===== src/rtl/gates_pkg.sv =====
// Shared definitions for the gates block.
//   GATES_WIDTH_DEFAULT : default operand/result width
//   gate_op_e           : selects one of the three basic gate functions
//   ref_gate()          : golden bitwise model used by the bench scoreboard
package gates_pkg;

  localparam int unsigned GATES_WIDTH_DEFAULT = 1;
  localparam int unsigned GATES_REF_WIDTH     = 64;

  typedef enum logic [1:0] {
    OP_AND = 2'd0,
    OP_OR  = 2'd1,
    OP_XOR = 2'd2
  } gate_op_e;

  // Golden model: bitwise gate on up to GATES_REF_WIDTH bits.
  function automatic logic [GATES_REF_WIDTH-1:0] ref_gate(
    input gate_op_e                   op,
    input logic [GATES_REF_WIDTH-1:0] a,
    input logic [GATES_REF_WIDTH-1:0] b
  );
    case (op)
      OP_AND:  return a & b;
      OP_OR:   return a | b;
      OP_XOR:  return a ^ b;
      default: return '0;
    endcase
  endfunction

endpackage


===== src/rtl/gates_bit.sv =====
// One-bit combinational gate slice built from gate primitives.
// Optional macro GATES_INV_OUT_EN adds the complemented (nand/nor/xnor) outputs.
// Ports:
//   a, b                    one bit of each operand
//   y_and, y_or, y_xor      a&b, a|b, a^b
//   y_nand, y_nor, y_xnor   ~(a&b), ~(a|b), ~(a^b)   (GATES_INV_OUT_EN only)
module gates_bit (
  input  logic a,
  input  logic b,
  output logic y_and,
  output logic y_or,
  output logic y_xor
`ifdef GATES_INV_OUT_EN
  ,
  output logic y_nand,
  output logic y_nor,
  output logic y_xnor
`endif
);

  and  u_and  (y_and, a, b);
  or   u_or   (y_or,  a, b);
  xor  u_xor  (y_xor, a, b);

`ifdef GATES_INV_OUT_EN
  nand u_nand (y_nand, a, b);
  nor  u_nor  (y_nor,  a, b);
  xnor u_xnor (y_xnor, a, b);
`endif

endmodule


===== src/rtl/gates.sv =====
// Registered two-input logic unit: bitwise AND/OR/XOR of a and b, one cycle latency.
// Optional macro GATES_INV_OUT_EN adds registered complements cn/dn/en_o.
// Ports:
//   clk        rising-edge clock
//   rst        synchronous active-high reset (priority over in_valid)
//   in_valid   capture enable for a/b
//   a, b       WIDTH-bit operands
//   c, d, e    registered a&b, a|b, a^b (hold when in_valid=0)
//   out_valid  c/d/e were captured from a valid input on the last edge
//   cn, dn, en_o  registered ~(a&b), ~(a|b), ~(a^b)   (GATES_INV_OUT_EN only)
module gates
  import gates_pkg::*;
#(
  parameter int unsigned WIDTH = GATES_WIDTH_DEFAULT
) (
  input  logic             clk,
  input  logic             rst,
  input  logic             in_valid,
  input  logic [WIDTH-1:0] a,
  input  logic [WIDTH-1:0] b,
  output logic [WIDTH-1:0] c,
  output logic [WIDTH-1:0] d,
  output logic [WIDTH-1:0] e,
  output logic             out_valid
`ifdef GATES_INV_OUT_EN
  ,
  output logic [WIDTH-1:0] cn,
  output logic [WIDTH-1:0] dn,
  output logic [WIDTH-1:0] en_o
`endif
);

  logic [WIDTH-1:0] and_w;
  logic [WIDTH-1:0] or_w;
  logic [WIDTH-1:0] xor_w;
`ifdef GATES_INV_OUT_EN
  logic [WIDTH-1:0] nand_w;
  logic [WIDTH-1:0] nor_w;
  logic [WIDTH-1:0] xnor_w;
`endif

  // One independent slice per bit: no carries between bits.
  for (genvar i = 0; i < int'(WIDTH); i++) begin : g_bit
    gates_bit u_bit (
      .a     (a[i]),
      .b     (b[i]),
      .y_and (and_w[i]),
      .y_or  (or_w[i]),
      .y_xor (xor_w[i])
`ifdef GATES_INV_OUT_EN
      ,
      .y_nand(nand_w[i]),
      .y_nor (nor_w[i]),
      .y_xnor(xnor_w[i])
`endif
    );
  end

  // Result registers: clear on reset, load on valid, otherwise hold.
  // Complements are separate flops so they read 0 in reset rather than all-ones.
  always_ff @(posedge clk) begin
    if (rst) begin
      c         <= '0;
      d         <= '0;
      e         <= '0;
      out_valid <= 1'b0;
`ifdef GATES_INV_OUT_EN
      cn        <= '0;
      dn        <= '0;
      en_o      <= '0;
`endif
    end else begin
      out_valid <= in_valid;
      if (in_valid) begin
        c    <= and_w;
        d    <= or_w;
        e    <= xor_w;
`ifdef GATES_INV_OUT_EN
        cn   <= nand_w;
        dn   <= nor_w;
        en_o <= xnor_w;
`endif
      end
    end
  end

endmodule


===== config.mk =====
export PLATFORM = sky130hd
export DESIGN_NAME = gates
export DESIGN_NICKNAME = d
export VERILOG_FILES = /design/src/rtl/gates_pkg.sv /design/src/rtl/gates_bit.sv /design/src/rtl/gates.sv
export SDC_FILE = /design/constraint.sdc
export NUM_CORES = 1
export LEC_CHECK = 0
export CAP_MARGIN = 10
export CELL_PAD_IN_SITES_DETAIL_PLACEMENT = 0
export CELL_PAD_IN_SITES_GLOBAL_PLACEMENT = 1
export CORE_AREA = 2 2 39 41
export CTS_CLUSTER_DIAMETER = 200
export DETAILED_ROUTE_END_ITERATION = 10
export DIE_AREA = 0 0 41 43
export PLACE_DENSITY_LB_ADDON = 0.1
export SLEW_MARGIN = 25
export SYNTH_ARGS = -nofsm -noshare
export SYNTH_HDL_FRONTEND = slang
export SYNTH_HIERARCHICAL = 1
export SYNTH_SLANG_ARGS = --single-unit

===== constraint.sdc =====
create_clock -name clk -period 1 [get_ports clk]
set_input_delay 0.25 -clock clk [delete_from_list [all_inputs] [get_ports clk]]
set_output_delay 0.25 -clock clk [all_outputs]
set_load 0.01 [all_outputs]

==> metrics.md <==
| Metric | Value |
|---|---|
| Sequential share of the synthesized area | between 40% and 50% |
| Hold_sp | in_valid |
| Setup bufs post-CTS | 0 |
| Actual slew at the worst max-slew pin | 227 ps |
| Boundary Pins | 9 |
| Initial DRC Count | 1 |
| Depth of the CTS H-tree | 1 |
| Cts hold-fix bufs | 0 |
| DRT met1 WL | 158 um |
| First-pass GRT wire length | 545 um |
| First-pass DRT Iterations | 2 |
| Area leader, netlist | dfxtp_1 |
| Peak per-stage delay on the critical path | 310 ps |
| Mapped Area | 164 sq um |
| Critical R2R Capture | d |
| Drc violations | 0 |
| Via Count | 145 |
| Worst path slowest cell | dfxtp_1 |
| Max Clock Freq | 1.08 GHz |
| Setup WS post-layout | between 70 and 80 ps |
| GRT Resource Usage Total | 5.72% |
| DR vias/cell | 3.22 |
| CP Data Required Time | 750 ps |
| Clock Latency Late Sink | approximately 230 ps |
| CP arrival | 670 ps |
| Commonest cells after routing, fill and taps aside | dfxtp_1, buf_2 |
| Longest Clk Path Bufs | 2 |
| Worst VDD drop | 0.887 mV |
| Yosys top cell area share | 48.9% |
| Slew Limit Fails | 0 |
| R2R cell count | 2 |
| Port-buffer cells | 8 |
| Routed WL | 339 um |
| Dpl ws | -371 ps |
| Crit path max-delay family | flip-flops |
| WL/cell | 7.53 um |
| Worst r2r src | d |
| Initial Util | 11.8% |
| WS Path Type | reg2out |
| Syn_area_per_cell | around 10 sq um |
| Clk Tree Root Cell | clkbuf_4 |
| Post-synthesis cell type count | 6 |
| R2R Setup Slk | 420 ps |
| Max-cap violations | 0 |
| Die area | 0.00176 sq mm |
| Met2 wire len | 131 um |
| Slew margin rel. | 84.8% |
| Cell row count | 14 |
| Fin crit share | 92.2% |
| Gr ovfl total | 0 |
| Hold endpoint | out_valid |
| Chip Height | 43 um |
| Nets | 38 |
| Hold Path Depth | 2 |
| Final std cell area, no fill | 282 sq um |
| Area Growth Syn to Fin | 71.8% |
| ANT cells | 0 |
| Worst Setup SP | d |
| Total clock sinks | 4 |
| Final hold violation count | 0 |
| Highest Signal Layer | met3 |
| # setup viols final | 0 |
| CP endpoint kind | output port |
| Bufs and invs on worst path | 1 |
| Clock-pin slew on the worst setup and hold paths | 40 ps |
| Setup TNS | 0 ps |
| GP Congestion | 0.623 |
| Core Footprint | 0.00138 sq mm |
| Largest net degree at the start of global routing | 5 |
| Critical Path Fanout Max | 2 |
| Clock Skew | 0 ps |
| Fraction of layout cells with a size suffix above 1 | 31.0% |
| CP Launch Type | flip-flop |
| Levels on crit path | 1 |
| Status | finished clean |
| Hold Crit Class | in2reg |
| Most area-consuming cells after synthesis | dfxtp_1, mux2i_1, ha_1 |
| DP HPWL | around 270 um |
| Final min period | 922 ps |
| Setup repair after global routing missed its margin | no |
| Final ANT Viol Nets | 0 |
| Leakage Power | 0.158 nW |
| Syn_nets | 23 |
| Vias in the first global route | 137 |
| CTS tree | done |
| Antenna violations before repair | 0 |
| Area post-placement | 279 sq um |
| Met3 wire len | 48 um |
| Post-Synthesis Cells | 16 |
| TritonCTS buffer count | 3 |
| DIE WIDTH | 41 um |
| Synthesis-stage register bit count | 4 |
| PD cells | 1520 mW/mm^2 |
| Synth warn | 6 |
| Critical path, cell by cell | buf_2 |
==> Yosys cell counts, drive strengths merged <==
master,number
dfxtp,4
ha,2
inv,3
mux2i,3
nor2,3
nor2b,1
==> flip-flops by register name, indices dropped and copies added (netlist names) <==
register / cells
e: 1
d: 1
out_valid: 1
c: 1
==> timing repair <==
item                       CTS  global route
setup endpoints to repair    6             1
gates resized for setup     18             1
pin swaps                    1             0
gates cloned                 0             0
==> logic make-up (layout without fill, tap and decap cells) <==
family | Yosys count | count (layout) | synth area share (%)
flip-flops | 4 | 4 | 48.9
adder cells (fa/ha/maj) | 2 | 2 | 15.3
AND/OR/NAND/NOR | 4 | 4 | 10.7
multiplexers | 3 | 3 | 18.3
buffers and inverters | 3 | 16 | 6.87
==> metrics by stage <==
stage | hold slack, ps | total power [mW] | utilization [%] | instances
2_1_floorplan | 322 | 0.200 | - | 16
5_1_grt | 386 | 0.471 | 20.3 | 45
3_5_place_dp | 490 | 0.250 | 20.2 | 42
6_report | 401 | 0.429 | 20.3 | 45
4_1_cts | 497 | 0.445 | 20.2 | 45
3_3_place_gp | 479 | 0.250 | 20.2 | 42
==> how the worst max path moves through the flow <==
stage,slack (ps),to
2_1_floorplan,180,e
3_3_place_gp,-360,e
3_5_place_dp,-370,e
4_1_cts,10,c
5_1_grt,20,d
6_report,80,d
==> per-layer routing <==
| metal | vias up | GRT usage, % |
|---|---|---|
| met5 | - | 0 |
| met4 | 0 | 4.00 |
| met3 | 0 | 9.95 |
| met2 | 6 | 4.69 |
| met1 | 63 | 5.47 |
| li1 | 76 | - |
==> layout make-up <==
type | instances | area [sq um]
timing repair buffer | 10 | 75.1
tap | 16 | 20.0
fill | 153 | 1100
clock buffer | 3 | 22.5
inverter | 3 | 11.3
multi-input combinational | 9 | 72.6
sequential | 4 | 80.1
==> where the power goes <==
part | switching (mW) | internal (mW) | leakage, nW
clock network | 0.0623 | 0.134 | 0.0138
registers | 0.00347 | 0.170 | 0.0331
logic | 0.0252 | 0.0332 | 0.111
total | 0.0909 | 0.338 | 0.158
No activity file was read; power rests on OpenSTA's default activity.
